==> config.mk <==
export PLATFORM = sky130hd
export DESIGN_NAME = mem_arbiter_flat
export DESIGN_NICKNAME = d
export VERILOG_FILES = /design/src/rtl/mem_bus_pkg.sv /design/src/rtl/mem_arbiter_if.sv /design/src/rtl/wb_watchdog.sv /design/src/rtl/mem_arbiter.sv /design/src/flat_wrapper.sv
export SDC_FILE = /design/constraint.sdc
export NUM_CORES = 1
export LEC_CHECK = 0
export ABC_AREA = 1
export ABC_CLOCK_PERIOD_IN_PS = 3460
export BUFFER_PORTS_ARGS = -buffer_cell sky130_fd_sc_hd__buf_2
export CAP_MARGIN = 10
export CELL_PAD_IN_SITES_DETAIL_PLACEMENT = 1
export CELL_PAD_IN_SITES_GLOBAL_PLACEMENT = 1
export CORE_AREA = 2 2 120 122
export DETAILED_ROUTE_END_ITERATION = 7
export DIE_AREA = 0 0 122 124
export PLACE_DENSITY_LB_ADDON = 0.12
export SKIP_LAST_GASP = 1
export SYNTH_ARGS = -nofsm -noshare
export SYNTH_HDL_FRONTEND = slang
export SYNTH_SLANG_ARGS = --single-unit
==> constraint.sdc <==
create_clock -name sys_clk -period 3.46 [get_ports sys_clk]
set_clock_uncertainty 0.15 [all_clocks]
set_input_delay 0.692 -clock sys_clk [delete_from_list [all_inputs] [get_ports sys_clk]]
set_output_delay 0.692 -clock sys_clk [all_outputs]
set_load 0.01 [all_outputs]
==> src/rtl/mem_bus_pkg.sv <==
`default_nettype none
// ============================================================================
//  Module      : mem_bus_pkg
//  Description : Shared Wishbone bus widths, request/response bundles and the
//                arbiter state encoding for the on-chip memory arbiter.
//  Revision    : 1.0 - initial release
// ============================================================================
package mem_bus_pkg;

    localparam int WB_ADR_W = 30;
    localparam int WB_DAT_W = 32;
    localparam int WB_SEL_W = 4;

    // Master-to-slave half of a classic Wishbone link
    typedef struct packed {
        logic                cyc;
        logic                stb;
        logic                we;
        logic [WB_SEL_W-1:0] sel;
        logic [WB_ADR_W-1:0] adr;
        logic [WB_DAT_W-1:0] dat;
    } wb_req_t;

    // Slave-to-master half of a classic Wishbone link
    typedef struct packed {
        logic                ack;
        logic                err;
        logic [WB_DAT_W-1:0] dat;
    } wb_rsp_t;

    typedef enum logic [1:0] {
        IDLE  = 2'd0,
        OWN0  = 2'd1,
        OWN1  = 2'd2,
        DRAIN = 2'd3
    } arb_state_t;

endpackage
`default_nettype wire

==> src/rtl/mem_arbiter_if.sv <==
`default_nettype none
// ============================================================================
//  Module      : mem_arbiter_if
//  Description : Bus bundle around the two-master / one-memory arbiter.
//                "slave" is the arbiter's view, "master" the environment's.
//  Revision    : 1.0 - initial release
// ============================================================================
interface mem_arbiter_if;
    import mem_bus_pkg::*;

    // Master 0: instruction fetch
    logic                m0_cyc_i;
    logic                m0_stb_i;
    logic                m0_we_i;
    logic [WB_SEL_W-1:0] m0_sel_i;
    logic [WB_ADR_W-1:0] m0_adr_i;
    logic [WB_DAT_W-1:0] m0_dat_i;
    logic                m0_ack_o;
    logic                m0_err_o;
    logic [WB_DAT_W-1:0] m0_dat_o;

    // Master 1: load/store
    logic                m1_cyc_i;
    logic                m1_stb_i;
    logic                m1_we_i;
    logic [WB_SEL_W-1:0] m1_sel_i;
    logic [WB_ADR_W-1:0] m1_adr_i;
    logic [WB_DAT_W-1:0] m1_dat_i;
    logic                m1_ack_o;
    logic                m1_err_o;
    logic [WB_DAT_W-1:0] m1_dat_o;

    // Memory side
    logic                s_cyc_o;
    logic                s_stb_o;
    logic                s_we_o;
    logic [WB_SEL_W-1:0] s_sel_o;
    logic [WB_ADR_W-1:0] s_adr_o;
    logic [WB_DAT_W-1:0] s_dat_o;
    logic                s_ack_i;
    logic [WB_DAT_W-1:0] s_dat_i;

    logic [1:0]          grant_o;

    modport slave (
        input  m0_cyc_i, m0_stb_i, m0_we_i, m0_sel_i, m0_adr_i, m0_dat_i,
        output m0_ack_o, m0_err_o, m0_dat_o,
        input  m1_cyc_i, m1_stb_i, m1_we_i, m1_sel_i, m1_adr_i, m1_dat_i,
        output m1_ack_o, m1_err_o, m1_dat_o,
        output s_cyc_o, s_stb_o, s_we_o, s_sel_o, s_adr_o, s_dat_o,
        input  s_ack_i, s_dat_i,
        output grant_o
    );

    modport master (
        output m0_cyc_i, m0_stb_i, m0_we_i, m0_sel_i, m0_adr_i, m0_dat_i,
        input  m0_ack_o, m0_err_o, m0_dat_o,
        output m1_cyc_i, m1_stb_i, m1_we_i, m1_sel_i, m1_adr_i, m1_dat_i,
        input  m1_ack_o, m1_err_o, m1_dat_o,
        input  s_cyc_o, s_stb_o, s_we_o, s_sel_o, s_adr_o, s_dat_o,
        output s_ack_i, s_dat_i,
        input  grant_o
    );

endinterface
`default_nettype wire

==> src/rtl/wb_watchdog.sv <==
`default_nettype none
// ============================================================================
//  Module      : wb_watchdog
//  Description : Counts cycles a strobe waits for ack; flags timeout on the
//                TIMEOUT-th waiting cycle. Saturates, never wraps.
//  Revision    : 1.0 - initial release
// ============================================================================
module wb_watchdog #(
    parameter int TIMEOUT = 16,
    parameter int CNT_W   = 8
) (
    input  wire logic clk,
    input  wire logic rst,
    input  wire logic en,
    input  wire logic stb,
    input  wire logic ack,
    output logic      timeout
);

    localparam logic [CNT_W-1:0] c_LAST = CNT_W'(TIMEOUT - 1);

    logic [CNT_W-1:0] r_cnt;
    logic             w_wait;

    assign w_wait  = en & stb & ~ack;
    assign timeout = w_wait & (r_cnt == c_LAST);

    // Count waiting cycles; any ack, idle strobe or loss of ownership clears
    always_ff @(posedge clk) begin
        if (rst || !w_wait) begin
            r_cnt <= '0;
        end else if (r_cnt != c_LAST) begin
            r_cnt <= r_cnt + 1'b1;
        end
    end

endmodule
`default_nettype wire

==> src/rtl/mem_arbiter.sv <==
`default_nettype none
// ============================================================================
//  Module      : mem_arbiter
//  Description : Round-robin two-master Wishbone arbiter for on-chip memory.
//                Grant is held for the whole cyc; a watchdog errors stalled
//                strobes and parks the owner in DRAIN until it drops cyc.
//  Revision    : 1.0 - initial release
// ============================================================================
module mem_arbiter
    import mem_bus_pkg::*;
#(
    parameter int TIMEOUT = 16,
    parameter int CNT_W   = 8
) (
    input  wire logic     sys_clk,
    input  wire logic     sys_rst,
    mem_arbiter_if.slave  bus
);

    arb_state_t r_state;
    arb_state_t w_state_nxt;
    logic       r_last_grant;
    logic       w_last_grant_nxt;

    wb_req_t    w_req0;
    wb_req_t    w_req1;
    wb_req_t    w_req_mux;
    wb_rsp_t    w_rsp_own;
    wb_rsp_t    w_rsp0;
    wb_rsp_t    w_rsp1;
    logic       w_s_cyc;
    logic       w_s_stb;
    logic [1:0] w_grant;

    logic       w_wd_en;
    logic       w_wd_stb;
    logic       w_timeout;

    assign w_req0 = '{cyc: bus.m0_cyc_i, stb: bus.m0_stb_i, we: bus.m0_we_i,
                      sel: bus.m0_sel_i, adr: bus.m0_adr_i, dat: bus.m0_dat_i};
    assign w_req1 = '{cyc: bus.m1_cyc_i, stb: bus.m1_stb_i, we: bus.m1_we_i,
                      sel: bus.m1_sel_i, adr: bus.m1_adr_i, dat: bus.m1_dat_i};

    // Watchdog inputs come straight from state so they never loop through the FSM logic
    assign w_wd_en  = (r_state == OWN0) || (r_state == OWN1);
    assign w_wd_stb = (r_state == OWN1) ? bus.m1_stb_i : bus.m0_stb_i;

    wb_watchdog #(
        .TIMEOUT (TIMEOUT),
        .CNT_W   (CNT_W)
    ) u_watchdog (
        .clk     (sys_clk),
        .rst     (sys_rst),
        .en      (w_wd_en),
        .stb     (w_wd_stb),
        .ack     (bus.s_ack_i),
        .timeout (w_timeout)
    );

    // State and round-robin history; reset makes master 0 win the first tie
    always_ff @(posedge sys_clk) begin
        if (sys_rst) begin
            r_state      <= IDLE;
            r_last_grant <= 1'b1;
        end else begin
            r_state      <= w_state_nxt;
            r_last_grant <= w_last_grant_nxt;
        end
    end

    // Next-state, bus mux and response routing
    always_comb begin
        w_state_nxt      = r_state;
        w_last_grant_nxt = r_last_grant;
        w_req_mux        = w_req0;
        w_rsp_own        = '0;
        w_rsp0           = '0;
        w_rsp1           = '0;
        w_s_cyc          = 1'b0;
        w_s_stb          = 1'b0;
        w_grant          = 2'b00;

        case (r_state)
            IDLE: begin
                if (w_req0.cyc && (!w_req1.cyc || r_last_grant)) begin
                    w_state_nxt      = OWN0;
                    w_last_grant_nxt = 1'b0;
                end else if (w_req1.cyc) begin
                    w_state_nxt      = OWN1;
                    w_last_grant_nxt = 1'b1;
                end
            end

            OWN0, OWN1: begin
                w_req_mux     = (r_state == OWN1) ? w_req1 : w_req0;
                w_grant       = (r_state == OWN1) ? 2'b10 : 2'b01;
                // Dropping cyc closes the memory cycle in the same clock
                w_s_cyc       = w_req_mux.cyc;
                w_s_stb       = w_req_mux.cyc & w_req_mux.stb;
                w_rsp_own.ack = bus.s_ack_i & w_req_mux.stb;
                w_rsp_own.err = w_timeout;
                w_rsp_own.dat = bus.s_dat_i;
                if (r_state == OWN1) begin
                    w_rsp1 = w_rsp_own;
                end else begin
                    w_rsp0 = w_rsp_own;
                end
                // A cyc drop wins over timeout: err still pulses but go straight to IDLE
                if (!w_req_mux.cyc) begin
                    w_state_nxt = IDLE;
                end else if (w_timeout) begin
                    w_state_nxt = DRAIN;
                end
            end

            DRAIN: begin
                w_req_mux = r_last_grant ? w_req1 : w_req0;
                w_grant   = r_last_grant ? 2'b10 : 2'b01;
                if (!w_req_mux.cyc) begin
                    w_state_nxt = IDLE;
                end
            end

            default: begin
                w_state_nxt = IDLE;
            end
        endcase
    end

    assign bus.s_cyc_o  = w_s_cyc;
    assign bus.s_stb_o  = w_s_stb;
    assign bus.s_we_o   = w_req_mux.we;
    assign bus.s_sel_o  = w_req_mux.sel;
    assign bus.s_adr_o  = w_req_mux.adr;
    assign bus.s_dat_o  = w_req_mux.dat;

    assign bus.m0_ack_o = w_rsp0.ack;
    assign bus.m0_err_o = w_rsp0.err;
    assign bus.m0_dat_o = w_rsp0.dat;
    assign bus.m1_ack_o = w_rsp1.ack;
    assign bus.m1_err_o = w_rsp1.err;
    assign bus.m1_dat_o = w_rsp1.dat;

    assign bus.grant_o  = w_grant;

endmodule
`default_nettype wire

==> src/flat_wrapper.sv <==
// flat-port wrapper written by rule: the top's interface ports become plain ports
module mem_arbiter_flat import mem_bus_pkg::*;
#(
    parameter int TIMEOUT = 16,
    parameter int CNT_W   = 8
)
  (sys_clk, sys_rst, bus_m0_cyc_i, bus_m0_stb_i, bus_m0_we_i, bus_m0_sel_i, bus_m0_adr_i, bus_m0_dat_i, bus_m0_ack_o, bus_m0_err_o, bus_m0_dat_o, bus_m1_cyc_i, bus_m1_stb_i, bus_m1_we_i, bus_m1_sel_i, bus_m1_adr_i, bus_m1_dat_i, bus_m1_ack_o, bus_m1_err_o, bus_m1_dat_o, bus_s_cyc_o, bus_s_stb_o, bus_s_we_o, bus_s_sel_o, bus_s_adr_o, bus_s_dat_o, bus_s_ack_i, bus_s_dat_i, bus_grant_o);
  mem_arbiter_if bus_i ();
  input  wire logic sys_clk;
  input  wire logic sys_rst;
  input wire logic [$bits(bus_i.m0_cyc_i)-1:0] bus_m0_cyc_i;
  input wire logic [$bits(bus_i.m0_stb_i)-1:0] bus_m0_stb_i;
  input wire logic [$bits(bus_i.m0_we_i)-1:0] bus_m0_we_i;
  input wire logic [$bits(bus_i.m0_sel_i)-1:0] bus_m0_sel_i;
  input wire logic [$bits(bus_i.m0_adr_i)-1:0] bus_m0_adr_i;
  input wire logic [$bits(bus_i.m0_dat_i)-1:0] bus_m0_dat_i;
  output wire logic [$bits(bus_i.m0_ack_o)-1:0] bus_m0_ack_o;
  output wire logic [$bits(bus_i.m0_err_o)-1:0] bus_m0_err_o;
  output wire logic [$bits(bus_i.m0_dat_o)-1:0] bus_m0_dat_o;
  input wire logic [$bits(bus_i.m1_cyc_i)-1:0] bus_m1_cyc_i;
  input wire logic [$bits(bus_i.m1_stb_i)-1:0] bus_m1_stb_i;
  input wire logic [$bits(bus_i.m1_we_i)-1:0] bus_m1_we_i;
  input wire logic [$bits(bus_i.m1_sel_i)-1:0] bus_m1_sel_i;
  input wire logic [$bits(bus_i.m1_adr_i)-1:0] bus_m1_adr_i;
  input wire logic [$bits(bus_i.m1_dat_i)-1:0] bus_m1_dat_i;
  output wire logic [$bits(bus_i.m1_ack_o)-1:0] bus_m1_ack_o;
  output wire logic [$bits(bus_i.m1_err_o)-1:0] bus_m1_err_o;
  output wire logic [$bits(bus_i.m1_dat_o)-1:0] bus_m1_dat_o;
  output wire logic [$bits(bus_i.s_cyc_o)-1:0] bus_s_cyc_o;
  output wire logic [$bits(bus_i.s_stb_o)-1:0] bus_s_stb_o;
  output wire logic [$bits(bus_i.s_we_o)-1:0] bus_s_we_o;
  output wire logic [$bits(bus_i.s_sel_o)-1:0] bus_s_sel_o;
  output wire logic [$bits(bus_i.s_adr_o)-1:0] bus_s_adr_o;
  output wire logic [$bits(bus_i.s_dat_o)-1:0] bus_s_dat_o;
  input wire logic [$bits(bus_i.s_ack_i)-1:0] bus_s_ack_i;
  input wire logic [$bits(bus_i.s_dat_i)-1:0] bus_s_dat_i;
  output wire logic [$bits(bus_i.grant_o)-1:0] bus_grant_o;
  assign bus_i.m0_cyc_i = bus_m0_cyc_i;
  assign bus_i.m0_stb_i = bus_m0_stb_i;
  assign bus_i.m0_we_i = bus_m0_we_i;
  assign bus_i.m0_sel_i = bus_m0_sel_i;
  assign bus_i.m0_adr_i = bus_m0_adr_i;
  assign bus_i.m0_dat_i = bus_m0_dat_i;
  assign bus_m0_ack_o = bus_i.m0_ack_o;
  assign bus_m0_err_o = bus_i.m0_err_o;
  assign bus_m0_dat_o = bus_i.m0_dat_o;
  assign bus_i.m1_cyc_i = bus_m1_cyc_i;
  assign bus_i.m1_stb_i = bus_m1_stb_i;
  assign bus_i.m1_we_i = bus_m1_we_i;
  assign bus_i.m1_sel_i = bus_m1_sel_i;
  assign bus_i.m1_adr_i = bus_m1_adr_i;
  assign bus_i.m1_dat_i = bus_m1_dat_i;
  assign bus_m1_ack_o = bus_i.m1_ack_o;
  assign bus_m1_err_o = bus_i.m1_err_o;
  assign bus_m1_dat_o = bus_i.m1_dat_o;
  assign bus_s_cyc_o = bus_i.s_cyc_o;
  assign bus_s_stb_o = bus_i.s_stb_o;
  assign bus_s_we_o = bus_i.s_we_o;
  assign bus_s_sel_o = bus_i.s_sel_o;
  assign bus_s_adr_o = bus_i.s_adr_o;
  assign bus_s_dat_o = bus_i.s_dat_o;
  assign bus_i.s_ack_i = bus_s_ack_i;
  assign bus_i.s_dat_i = bus_s_dat_i;
  assign bus_grant_o = bus_i.grant_o;
  mem_arbiter #(.TIMEOUT(TIMEOUT), .CNT_W(CNT_W)) u_core (.sys_clk(sys_clk), .sys_rst(sys_rst), .bus(bus_i));
endmodule
Word level (Yosys, flattened, before mapping):

Index checks and enable logic that the tools add are counted.

* register bits: 11
* output and inout port bits: 139
* word-level logic and storage cells: 50

* add/subtract/negate cells: 1
* equal/unequal tests: 8
* multiplexer cells: 21
* bitwise gates (word level): 6
* reductions and logical operators: 11

Operators by type and width (count)
* 69-bit two-way mux: 2
* 34-bit two-way mux: 4
* 67-bit case mux with 2 select lines: 1
* 2-bit two-way mux: 7
* 8-bit by 1-bit adder with 8-bit output, second input constant: 1
* 8-bit by 4-bit == test with 1-bit output, second input constant: 1
* 8-bit by 4-bit inequality test with 1-bit output, second input constant: 1
* 3-bit by 2-bit inequality test with 1-bit output, second input constant: 2
* 2-bit case mux with 3 select lines: 1
* 1-bit bitwise AND: 5
* 1-bit two-way mux: 5
* 2-bit == test, second input constant: 2
* 2-bit case mux with 2 select lines: 1
* 1-bit logical OR: 3
* 3-bit AND reduction: 1
* 2-bit by 1-bit == test with 1-bit output, second input constant: 1
* 1-bit logical NOT: 2
* 2-bit logical NOT: 1
* 2-bit inequality test, second input constant: 1
* 2-bit AND reduction: 1
* 2-bit nonzero test: 1
* 2-bit OR reduction: 1
* 1-bit logical AND: 1
* 1-bit NOT: 1

Depth between registers and ports, before layout:

* word-level depth: 8
* mapped depth: 12

Cells and area by module:

From an unflattened synthesis, not the netlist that was laid out.

* cell total of the unflattened synthesis: 488
* area total of the unflattened synthesis: 2403.6 um^2

By module, submodules not included
* mem_arbiter: times used 1, cells an instance 423, area each 1961.9 um^2
* wb_watchdog: times used 1, cells an instance 65, area each 441.7 um^2

Worst setup path before layout:

OpenSTA, ideal clock, no wires.

* kind: register -> output
* start: register u_core.r_state[0]
* end: output bus_s_adr_o[0]
* data arrival time: 1.521 ns
* required time: 2.618 ns
* slack: 1.097 ns
* cell stages (with the launch flop): 9
* path buffers: 2
* cell sequence: dfxtp_1 > inv_1 > ha_1 > inv_2 > nor2_2 > nor3_2 > buf_4 > buf_6 > o21ai_1

* cells in the longest elaborated chain, start to end: 3
* elaborated cells on any way between the ends: 6
* classes of those cells: eq/ne (3); mux (2); reduce/logical (1)

RTL lines
* from (decl): line mem_arbiter.sv:20 `arb_state_t r_state;`
* from (signal assigned): line mem_arbiter.sv:66 `r_state <= w_state_nxt;`
* 2-bit == test or 2-bit by 1-bit == test with 1-bit output (tied branches): line mem_arbiter.sv:83, mem_arbiter.sv:95
* 69-bit two-way mux or 2-bit OR reduction (tied branches): line mem_arbiter.sv:95, mem_arbiter.sv:83
* 67-bit case mux with 2 select lines *: line mem_arbiter.sv:83 `case (r_state)`
* to (decl): line flat_wrapper.sv:33 `output wire logic [$bits(bus_i.s_adr_o)-1:0] bus_s_adr_o;`

Mark *: on every way between the ends. The rest lies on a longest branch, timed or not.

Final worst setup path:

* start: register u_core.r_state[0]
* end: output bus_s_adr_o[27]

The elaborated chain is that of the path after synthesis.

==> out/metrics.csv <==
stage,metric,value,unit
outcome,status,completed,
power_and_ir_drop,switching_power,0.00149,W
setup_path,worst-setup-path-type,reg -> out,
sta,worst_slack,466,ps
power_and_ir_drop,peakVddDrop,0.275,mV
routing,routed-via-count,3957,
setup_path,endpoint_kind,output pin,
clocking,clkTransAtPathRegs,40,ps
routing,via_per_inst,4.19,
sta,setup_violations,0,
place,post-place-ws,682,ps
sta,layout_worst_path_cycle_share,0.865,
setup_path,worst_ep_arrival_time,2150,ps
routing,drc,0,
global_route,grt_overflow_total,0,
power_and_ir_drop,power_density,625,nW/um^2
synthesis,netlist_area,2300,um^2
synthesis,synth-seq-cells,11,
floorplan,die_w,122,um
synthesis,synth_top_flop_cell,dfxtp_1,
synthesis,ys_types,27,
synthesis,yosys_warnings,0,
layout,drive_above_1_share,0.435,
clocking,cts_made_buffers,3,
floorplan,coreArea,13700,um^2
clocking,cts_tree,built,
clocking,htree_levels,1,
sta,slew_headroom,0.767,
floorplan,dieArea,15100,um^2
power_and_ir_drop,combPwrFrac,0.856,
layout,final_cells,945,
sta,rsz0062_at_grt,false,
sta,worst_slew_pin_slew,346,ps
power_and_ir_drop,leakage,2.76,nW
global_route,antenna_found_initial,1,
place,hpwl,10900,um
clocking,clkSinkCount,11,
floorplan,io_pins,312,
power_and_ir_drop,pwr-share-seq,0.062,
sta,period_needed,2990,ps
place,gp_congestion,0.799,
sta,fmax,334,MHz
layout,num-fill-cells,1938,
sta,finalMaxSlewViolations,0,
power_and_ir_drop,switching_share,0.582,
power_and_ir_drop,clkPwrFrac,0.082,
sta,hold_viol,0,
global_route,grt_pass1_wl,19200,um
layout,diodes,0,
synthesis,ys_top_cells_by_area,"inv_1 (18%), nand3_1 (17%), nand2_1 (15%)",
place,portBuffers,311,
floorplan,rows,43,
synthesis,synth_cells,474,
layout,layout_common_cells,"buf_2 (311), inv_1 (113), nand2_1 (89), nand3_1 (76), nor2_1 (54)",
setup_path,critPathLaunchType,flip-flop,
setup_path,crit_required,2620,ps
synthesis,ys_seq_area_frac,0.0958,
clocking,cts_buffer_depth,2,
global_route,grt_max_degree,68,
synthesis,synth.avg_cell_area,4.85,um^2
clocking,insertion_delay,240,ps
routing,avgRoutedWirePerCell,13.9,um
layout,syn_to_final_growth,78.1,%
setup_path,cp_max_fo,67,
worst_hold_path,min_path_type,reg -> reg,
routing,firstDrtPassIters,4,
flow_run,max-cap-violations,0,
global_route,grt_usage,0.157,
synthesis,synth_edf_count,0,
sta,tns,0,ps
routing,first_iter_violations,122,
floorplan,die_y,124,um
routing,final_antenna_net_count,0,
sta,holdWs,344,ps
clocking,root_buffer,clkbuf_16,
global_route,grt_pass1_vias,3850,
synthesis,ys_async_sr_fraction,0,
layout,mostFrequentLayoutCell,buf_2,
synthesis,synth_area_leader_cell,inv_1,
clocking,cts_setup_buffers,0,
place,dp_cells,941,
routing,routed_wirelength,13200,um
synthesis,synth.top_cell.area_share,0.185,
layout,nets,943,
power_and_ir_drop,power.internal,0.00107,W
floorplan,initial_core_util,0.168,
clocking,holdBufCountCts,0,
clocking,postCtsResizedCells,0,
synthesis,syn_nets,651,
==> cell type report <==
type / count / area, um^2 / share of cell area
clock buffers: 4 / 78.8 / 0.0193
inverters: 116 / 435 / 0.106
multi-input cells: 316 / 1490 / 0.363
flip-flops and latches: 11 / 220 / 0.0538
repair buffers: 318 / 1650 / 0.402
well taps: 180 / 225 / 0.0550
==> cell usage after synthesis (4+ instances only) <==
| master | n |
|---|---|
| inv_1 | 113 |
| nand2_1 | 90 |
| nand3_1 | 76 |
| nor2_1 | 54 |
| o21ai_0 | 39 |
| o21ai_1 | 30 |
| clkbuf_1 | 13 |
| dfxtp_1 | 11 |
| buf_2 | 9 |
| a21oi_1 | 6 |
| ha_1 | 4 |
| xor2_1 | 4 |
==> power by group through the flow <==
stage	logic (W)	clock network, W	registers [W]
final	0.00219	0.000209	0.000159
after global routing	0.00243	0.000221	0.000162
after CTS	0.00225	0.000215	0.000159
after detailed placement	0.00224	0	0.000161
after global placement	0.00222	0	0.000159
after floorplan	0.00130	0	0.000156
==> per-layer routing <==
layer  track usage  vias up  wire [um]
li1              -     2021          -
met1         0.160     1758       4730
met2         0.324      167       7080
met3        0.0421        9       1290
met4        0.0151        2         57
met5             0        -         13
==> critical path, cell delays in order (launching register included) <==
cell and delay, ps:
dfxtp_1 390, inv_1 80, ha_1 220, buf_4 210, nor2_2 200, nor3_4 60, buf_12 200, o21ai_0 330
buf_2 200
==> per-stage QoR <==
step | util | cell area [um^2] | total power [W]
after floorplan | - | 2300 | 0.00145
after global placement | 0.293 | 4010 | 0.00238
after detailed placement | 0.293 | 4010 | 0.00240
after CTS | 0.298 | 4090 | 0.00262
after global routing | 0.298 | 4090 | 0.00281
final | 0.298 | 4090 | 0.00256
==> cells by family (layout without fill, tap and decap cells) <==
logic type / count (synthesis) / after routing / synth area share
xor gates and xnor gates: 5 / 5 / 0.0191
and+or+nand+nor: 230 / 230 / 0.432
DFF: 11 / 11 / 0.0958
adders and majority gates: 4 / 4 / 0.0218
buffers and inverters: 147 / 438 / 0.261
AOI/OAI and AO/OA: 77 / 77 / 0.170
==> final timing paths <==
check                                     startpoint                                 endpoint  slack [ps]  cells past startpoint
max                   u_core.r_state[0]$_SDFFE_PP0P_                          bus_s_adr_o[27]         470                      8
min reg2reg  u_core.u_watchdog.r_cnt[1]$_SDFFE_PP0P_  u_core.u_watchdog.r_cnt[1]$_SDFFE_PP0P_         340                      2
max reg2reg           u_core.r_state[0]$_SDFFE_PP0P_           u_core.r_state[0]$_SDFFE_PP0P_        1490                     11
min          u_core.u_watchdog.r_cnt[1]$_SDFFE_PP0P_  u_core.u_watchdog.r_cnt[1]$_SDFFE_PP0P_         340                      2
==> registers in the layout, indices dropped and copies added (netlist names) <==
signal	cells
u_core.u_watchdog.r_cnt	8
u_core.r_state	2
u_core.r_last_grant	1
Power figures use the tool's default switching activity.
